## config.mk

```make
export PLATFORM = sky130hd
export DESIGN_NAME = scalar_operand_collector
export DESIGN_NICKNAME = d
export VERILOG_FILES = /design/src/rtl/scalar_operand_collector.sv
export SDC_FILE = /design/constraint.sdc
export NUM_CORES = 1
export LEC_CHECK = 0
export CORE_AREA = 2 2 84 118
export DETAILED_ROUTE_END_ITERATION = 10
export DIE_AREA = 0 0 86 120
export DONT_BUFFER_PORTS = 1
export PLACE_DENSITY = 0.69
export SYNTH_ARGS = -nofsm -noshare
export SYNTH_HDL_FRONTEND = slang
export SYNTH_SLANG_ARGS = --single-unit
```

## constraint.sdc

```tcl
create_clock -name clk -period 1.9 [get_ports clk]
set_input_delay 0.38 -clock clk [delete_from_list [all_inputs] [get_ports clk]]
set_output_delay 0.38 -clock clk [all_outputs]
set_load 0.02 [all_outputs]
```

## src/rtl/scalar_operand_collector.sv

```systemverilog
// rtl/scalar_operand_collector.sv - single-entry scalar operand collector
// Requests up to two SGPR operands from banked ports, snoops writeback in the grant cycle.
module scalar_operand_collector #(
  parameter int XLEN          = 32,
  parameter int DEPTH_REGBANK = 8,
  parameter int BANK_W        = 2,
  parameter int TAG_W         = 8,
  localparam int IDX_W        = BANK_W + DEPTH_REGBANK
) (
  input  logic                     clk,
  input  logic                     rst,
  input  logic                     in_valid,
  output logic                     in_ready,
  input  logic [TAG_W-1:0]         in_tag,
  input  logic                     in_rs1_en,
  input  logic                     in_rs2_en,
  input  logic [IDX_W-1:0]         in_rs1_idx,
  input  logic [IDX_W-1:0]         in_rs2_idx,
  output logic                     rd1_req_valid,
  output logic [BANK_W-1:0]        rd1_req_bank,
  output logic [DEPTH_REGBANK-1:0] rd1_req_row,
  input  logic                     rd1_grant,
  input  logic [XLEN-1:0]          rd1_rdata,
  output logic                     rd2_req_valid,
  output logic [BANK_W-1:0]        rd2_req_bank,
  output logic [DEPTH_REGBANK-1:0] rd2_req_row,
  input  logic                     rd2_grant,
  input  logic [XLEN-1:0]          rd2_rdata,
  input  logic                     wb_valid,
  input  logic [IDX_W-1:0]         wb_idx,
  input  logic [XLEN-1:0]          wb_data,
  output logic                     out_valid,
  input  logic                     out_ready,
  output logic [TAG_W-1:0]         out_tag,
  output logic [XLEN-1:0]          out_rs1,
  output logic [XLEN-1:0]          out_rs2
);

  typedef enum logic [1:0] {S_IDLE, S_COLLECT, S_OUT} state_e;

  state_e            state_q, state_d;
  logic [TAG_W-1:0]  tag_q, tag_d;
  logic [IDX_W-1:0]  idx1_q, idx1_d, idx2_q, idx2_d;
  logic              pend1_q, pend1_d, pend2_q, pend2_d;
  logic              infl1_q, infl1_d, infl2_q, infl2_d;
  logic              fwd1_q, fwd1_d, fwd2_q, fwd2_d;
  logic [XLEN-1:0]   op1_q, op1_d, op2_q, op2_d;
  logic              out_valid_q, out_valid_d;
  logic              grant1, grant2;

  assign in_ready      = (state_q == S_IDLE) & ~rst;
  assign rd1_req_valid = (state_q == S_COLLECT) & pend1_q & ~infl1_q;
  assign rd2_req_valid = (state_q == S_COLLECT) & pend2_q & ~infl2_q;
  assign rd1_req_bank  = idx1_q[BANK_W-1:0];
  assign rd1_req_row   = idx1_q[IDX_W-1:BANK_W];
  assign rd2_req_bank  = idx2_q[BANK_W-1:0];
  assign rd2_req_row   = idx2_q[IDX_W-1:BANK_W];
  assign grant1        = rd1_req_valid & rd1_grant;
  assign grant2        = rd2_req_valid & rd2_grant;
  assign out_valid     = out_valid_q;
  assign out_tag       = tag_q;
  assign out_rs1       = op1_q;
  assign out_rs2       = op2_q;

  always_comb begin
    state_d     = state_q;
    tag_d       = tag_q;
    idx1_d      = idx1_q;
    idx2_d      = idx2_q;
    pend1_d     = pend1_q;
    pend2_d     = pend2_q;
    infl1_d     = infl1_q;
    infl2_d     = infl2_q;
    fwd1_d      = fwd1_q;
    fwd2_d      = fwd2_q;
    op1_d       = op1_q;
    op2_d       = op2_q;
    out_valid_d = out_valid_q;
    case (state_q)
      S_IDLE: begin
        if (in_valid) begin
          tag_d   = in_tag;
          idx1_d  = in_rs1_idx;
          idx2_d  = in_rs2_idx;
          pend1_d = in_rs1_en;
          pend2_d = in_rs2_en;
          infl1_d = 1'b0;
          infl2_d = 1'b0;
          fwd1_d  = 1'b0;
          fwd2_d  = 1'b0;
          op1_d   = '0;
          op2_d   = '0;
          state_d = S_COLLECT;
        end
      end
      S_COLLECT: begin
        // A forwarded writeback already sits in op_k, so the stale bank read is dropped.
        if (infl1_q) begin
          infl1_d = 1'b0;
          fwd1_d  = 1'b0;
          if (!fwd1_q) op1_d = rd1_rdata;
        end
        if (infl2_q) begin
          infl2_d = 1'b0;
          fwd2_d  = 1'b0;
          if (!fwd2_q) op2_d = rd2_rdata;
        end
        if (grant1) begin
          pend1_d = 1'b0;
          infl1_d = 1'b1;
          if (wb_valid && (wb_idx == idx1_q)) begin
            fwd1_d = 1'b1;
            op1_d  = wb_data;
          end
        end
        if (grant2) begin
          pend2_d = 1'b0;
          infl2_d = 1'b1;
          if (wb_valid && (wb_idx == idx2_q)) begin
            fwd2_d = 1'b1;
            op2_d  = wb_data;
          end
        end
        if (!(pend1_d | pend2_d | infl1_d | infl2_d)) begin
          state_d     = S_OUT;
          out_valid_d = 1'b1;
        end
      end
      S_OUT: begin
        if (out_ready) begin
          state_d     = S_IDLE;
          out_valid_d = 1'b0;
        end
      end
      default: begin
        state_d     = S_IDLE;
        out_valid_d = 1'b0;
      end
    endcase
  end

  always_ff @(posedge clk) begin
    if (rst) begin
      state_q     <= S_IDLE;
      tag_q       <= '0;
      idx1_q      <= '0;
      idx2_q      <= '0;
      pend1_q     <= 1'b0;
      pend2_q     <= 1'b0;
      infl1_q     <= 1'b0;
      infl2_q     <= 1'b0;
      fwd1_q      <= 1'b0;
      fwd2_q      <= 1'b0;
      op1_q       <= '0;
      op2_q       <= '0;
      out_valid_q <= 1'b0;
    end else begin
      state_q     <= state_d;
      tag_q       <= tag_d;
      idx1_q      <= idx1_d;
      idx2_q      <= idx2_d;
      pend1_q     <= pend1_d;
      pend2_q     <= pend2_d;
      infl1_q     <= infl1_d;
      infl2_q     <= infl2_d;
      fwd1_q      <= fwd1_d;
      fwd2_q      <= fwd2_d;
      op1_q       <= op1_d;
      op2_q       <= op2_d;
      out_valid_q <= out_valid_d;
    end
  end

endmodule

```

Word-level counts from Yosys, hierarchy flattened:

Cells that the tools add are included.

* input bits: 143
* logic and storage cells: 83
* output and inout bits: 96
* register bits: 101

* bitwise operators: 14
* eq/ne operators: 7
* multiplexer cells: 41
* reductions and logical operators: 8

Operators with widths (count)
* $mux 32: 9
* $pmux 32 s2: 2
* $eq 10x10->1: 2
* $mux 1: 19
* $pmux 1 s2: 6
* $and 1x1->1: 7
* $mux 2: 3
* $ne 2x2->1 const B: 3
* $pmux 2 s3: 1
* $reduce_and 3->1: 2
* $not 1->1: 4
* $reduce_and 2->1: 2
* $or 1x1->1: 3
* $pmux 1 s3: 1
* $eq 2x1->1 const B: 1
* $eq 2x2->1 const B: 1
* $logic_and 1x1->1: 2
* $logic_not 2->1: 1
* $reduce_bool 2->1: 1

Depth between registers and ports, before layout:

* depth after elaboration: 11
* depth in mapped cells: 8
* depth with buffers taken out: 5

Least setup slack after synthesis:

Ideal clock, no wire load.

* path type: register to register
* start point: register state_q[0]
* end point: register op2_q[10] (netlist: out_rs2[10])
* setup time: 128 ps
* arrival time: 1781 ps
* setup slack: -8 ps
* stages on the path, launching flop included: 8
* period minus slack after synthesis: 1908 ps
* cell sequence: dfxtp_1 buf_2 and4bb_4 nand2_2 nor4_4 buf_6 mux2i_1 o21ai_1

* longest elaborated chain between the ends: 6

Ends and longest elaborated chain
* start, declared: RTL line 41 `state_e state_q, state_d;`
* start signal, assigned: RTL line 158 `state_q <= state_d;`
* $eq 2x1->1: RTL line 53 `assign rd2_req_valid = (state_q == S_COLLECT) & pend2_q & ~infl2_q;`
* $and 1x1->1 (2 in series): RTL line 53
* named net rd2_req_valid: RTL line 24 `output logic rd2_req_valid,`
* $and 1x1->1: RTL line 59 `assign grant2 = rd2_req_valid & rd2_grant;`
* $mux 32: RTL line 116 `if (grant2) begin`
* $pmux 32 s2: RTL line 79 `case (state_q)`
* end signal, assigned: RTL line 169 `op2_q <= op2_d;`
* end, declared: RTL line 47 `logic [XLEN-1:0] op1_q, op1_d, op2_q, op2_d;`

The timed path passes the listed nets, and every way through them passes these cells.
A chain may end at the register's enable or synchronous reset.

Final worst setup path:

* start point: register state_q[1]
* end point: register op1_q[30] (netlist: out_rs1[30])

* longest elaborated chain between the ends: 6

Ends and longest elaborated chain
* $eq 2x1->1: RTL line 52, 79
* $and 1x1->1 (2 in series): RTL line 52 `assign rd1_req_valid = (state_q == S_COLLECT) & pend1_q & ~infl1_q;`
* $and 1x1->1: RTL line 58 `assign grant1 = rd1_req_valid & rd1_grant;`
* $mux 32: RTL line 108 `if (grant1) begin`
* $pmux 32 s2: RTL line 79
* end signal, assigned: RTL line 168 `op1_q <= op1_d;`
* end, declared: RTL line 47

Several ways; a longest one is shown, not always the timed one.

==> impl_metrics.env <==
export IMPL_worst_slack_ns=0.0885
export IMPL_fin_crit_ns=1.81
export IMPL_drt_pass1_iterations=6
export IMPL_cts_sinks=101
export IMPL_fin_tns_setup_ns=0
export IMPL_pwr_share_clk_pct=39.9
export IMPL_p_comb_share_pct=10.6
export IMPL_ys_ff_latch=101
export IMPL_p_sw_share_pct=25.1
export IMPL_clockRootBuffer="clkbuf_16"
export IMPL_max_freq_mhz=552
export IMPL_endpoint_kind="register"
export IMPL_cts_buffers=9
export IMPL_r2r_slack_ns=0.09
export IMPL_rr_endpoint="out_rs1[30]$_SDFFE_PP0P_"
export IMPL_slew_limit_headroom_pct=78.6
export IMPL_cts_max_level=3
export IMPL_slowest_delay_ns=0.36
export IMPL_ant_nets=0
export IMPL_routabilityCongestion=0.803
export IMPL_die_h_um=120
export IMPL_setup_viol=0
export IMPL_portBuffers=0
export IMPL_rsz0062_at_grt="false"
export IMPL_drc=0
export IMPL_netlist_area_um2=4990
export IMPL_die_area_um2=10300
export IMPL_grt_use_total_pct=23.7
export IMPL_dp_hpwl_um=9160
export IMPL_start_util_pct=53.6
export IMPL_clock_skew_ns=0.00756
export IMPL_internal_power_mw=3.39
export IMPL_vias=4006
export IMPL_core_area_um2=9300
export IMPL_seq_power_share_pct=49.4
export IMPL_antenna_found_initial=0
export IMPL_placementRows=42
export IMPL_first_global_vias=4114
export IMPL_r2r_start="state_q[1]$_SDFFE_PP0P_"
export IMPL_vias_per_cell=5.93
export IMPL_insertion_delay_ns=0.35
export IMPL_cts_tree="yes"
export IMPL_hold_ws_ns=0.104
export IMPL_synth_edff_count=0
export IMPL_syn_nets=693
export IMPL_power_density_nw_per_um2=805
export IMPL_total_power_mw=4.53
export IMPL_wl_per_cell_um=19.2
export IMPL_grt_max_degree=65
export IMPL_path_cells="and4bb_4 > nand2_4 > nor4_4 > buf_4 > clkbuf_16 > mux2i_1 > o21ai_1"
export IMPL_syn2layout_area_growth_pct=12.9
export IMPL_dp_worst_setup_slack_ns=-0.00137
export IMPL_critPathRequiredTime_ns=2.12
export IMPL_regArea_um2=2020
export IMPL_layout_nets=704
export IMPL_overflow=0
export IMPL_detail_route_iter0_violations=149
export IMPL_ios=239
export IMPL_yosysSeqAreaShare_pct=40.6
export IMPL_worstMarginPinSlew_ns=0.314
export IMPL_min_path_type="in2reg"
export IMPL_avgSynthCellArea_um2=9.07
export IMPL_syn_inst=550
export IMPL_hold_end="out_tag[5]$_SDFFE_PP0P_"
export IMPL_ys_flop_type="dfxtp_1"
export IMPL_leakage_nw=1.94
export IMPL_p_sw_mw=1.14
export IMPL_multi_input_area_um2=2800
export IMPL_ir_drop_v=0.000569
export IMPL_cp_slowest_cell="and4bb_4"
export IMPL_cts_clk_slew_worst_paths_ns=0.07
export IMPL_crit_family="simple AND/OR/NAND/NOR gates"
export IMPL_antenna_cells=0
export IMPL_drive_gt1_share_pct=20.1
export IMPL_hp_start="rst"
export IMPL_drv_slew=0
export IMPL_hold_viol_final=0
export IMPL_min_period_over_period_pct=95.3
export IMPL_fillers=816
export IMPL_synth_cell_types=28
export IMPL_critPathKind="reg2reg"
export IMPL_worstPathMaxFanout=9
export IMPL_grt_pass1_wl_um=19300
export IMPL_critPathArrivalTime_ns=2.04
export IMPL_path_buf_inv=2
export IMPL_totalWireLength_um=13000
export IMPL_cp_start_kind="register"
export IMPL_cts_buffer_depth=2
export IMPL_async_reset_ff_share_pct=0
export IMPL_reg2reg_depth=7
export IMPL_die_w_um=86
export IMPL_ys_warn_count=0
export IMPL_critPathLaunch="state_q[1]$_SDFFE_PP0P_"
export IMPL_maxCapViolations=0
export IMPL_status="finished, final reports clean"
export IMPL_hold_depth=1
[registers in the layout, summed over array words and instances (netlist names)]
name	flops
pend2_q	1
out_rs1	32
out_tag	8
infl1_q	1
out_valid	1
state_q	2
idx2_q	10
idx1_q	10
infl2_q	1
pend1_q	1
fwd2_q	1
out_rs2	32
fwd1_q	1
[logic make-up (layout without fill, tap and decap cells)]
group	count (synthesis)	after routing	share of synthesized area, %
buf+inv	39	55	3.86
mux	128	128	27.3
compound gates	104	104	10.5
simple gates	158	158	14.3
xor+xnor	20	20	3.51
flops	101	101	40.6
[area by class of cell]
class | count | share of cell area, %
multi-input cells | 410 | 49.7
flip-flops and latches | 101 | 35.9
repair buffers | 39 | 6.69
clock buffers | 13 | 4.98
well taps | 110 | 2.44
clock inverters | 3 | 0.311
[worst max path at each step]
stage	end	slack, ns	depth (start not counted)
2_1_floorplan	out_rs1[10]$_SDFFE_PP0P_	0.07	6
3_3_place_gp	out_rs1[28]$_SDFFE_PP0P_	0.05	6
3_5_place_dp	out_rs1[13]$_SDFFE_PP0P_	-0.001	6
4_1_cts	out_rs1[13]$_SDFFE_PP0P_	0.04	6
5_1_grt	out_rs2[26]$_SDFFE_PP0P_	0.005	6
6_report	out_rs1[30]$_SDFFE_PP0P_	0.09	7
[metrics by stage]
step / cell area (um2) / utilization, % / std cells
finish: 5630 / 60.5 / 676
global route: 5630 / 60.5 / 676
CTS: 5590 / 60.0 / 673
detailed placement: 5290 / 56.8 / 657
global placement: 5290 / 56.8 / 657
floorplan: 4990 / - / 550
[layout by cell type, fill, tap and decap left out, drive strengths merged]
master	synthesis	layout
a2111oi	1	1
a21oi	38	38
and2	1	1
and2b	1	1
and4bb	2	2
buf	11	38
clkbuf	28	14
clkinv	0	2
clkinvlp	0	1
dfxtp	101	101
mux2	64	64
mux2i	64	64
nand2	126	126
nand2b	1	1
nand3	6	6
nand4	4	4
nor2	9	9
nor2b	2	2
nor3	3	3
nor4	2	2
o21ai	65	65
or2b	1	1
xnor2	20	20
[synth_stat cells (all sizes together) (2+ instances only)]
master | instances | area [um2]
nand2 | 126 | 483
dfxtp | 101 | 2020
o21ai | 65 | 325
mux2 | 64 | 721
mux2i | 64 | 641
a21oi | 38 | 190
clkbuf | 28 | 105
xnor2 | 20 | 175
buf | 11 | 87.6
nor2 | 9 | 33.8
nand3 | 6 | 30.0
nand4 | 4 | 25.0
nor3 | 3 | 20.0
and4bb | 2 | 32.5
nor2b | 2 | 12.5
nor4 | 2 | 42.5
[worst register-to-register path, stage by stage, from the launching register on]
cell	delay, ns
dfxtp_1	0.33
and4bb_4	0.36
nand2_4	0.07
nor4_4	0.26
buf_4	0.20
clkbuf_16	0.19
mux2i_1	0.21
o21ai_1	0.08
[power by group through the flow]
| stage | logic [mW] | clock network [mW] | registers (mW) |
|---|---|---|---|
| after floorplan | 0.299 | 0 | 2.32 |
| after global placement | 0.474 | 0 | 2.29 |
| after detailed placement | 0.484 | 0 | 2.29 |
| after CTS | 0.487 | 1.85 | 2.24 |
| after global routing | 0.528 | 1.94 | 2.24 |
| final | 0.483 | 1.81 | 2.24 |
[repair_timing]
action	4_1_cts	5_1_grt
setup buffers	0	1
resized for setup	0	3
setup endpoints to repair	0	15
hold buffers	0	0
[layer usage]
metal,vias to the layer above,GRT usage [%],routed length (um)
met3,24,7.84,1210
met1,1873,23.7,4610
met5,-,0,0
met4,0,10.2,295
met2,189,43.7,6870
li1,1920,-,-
(Power assumes the default switching activity.)
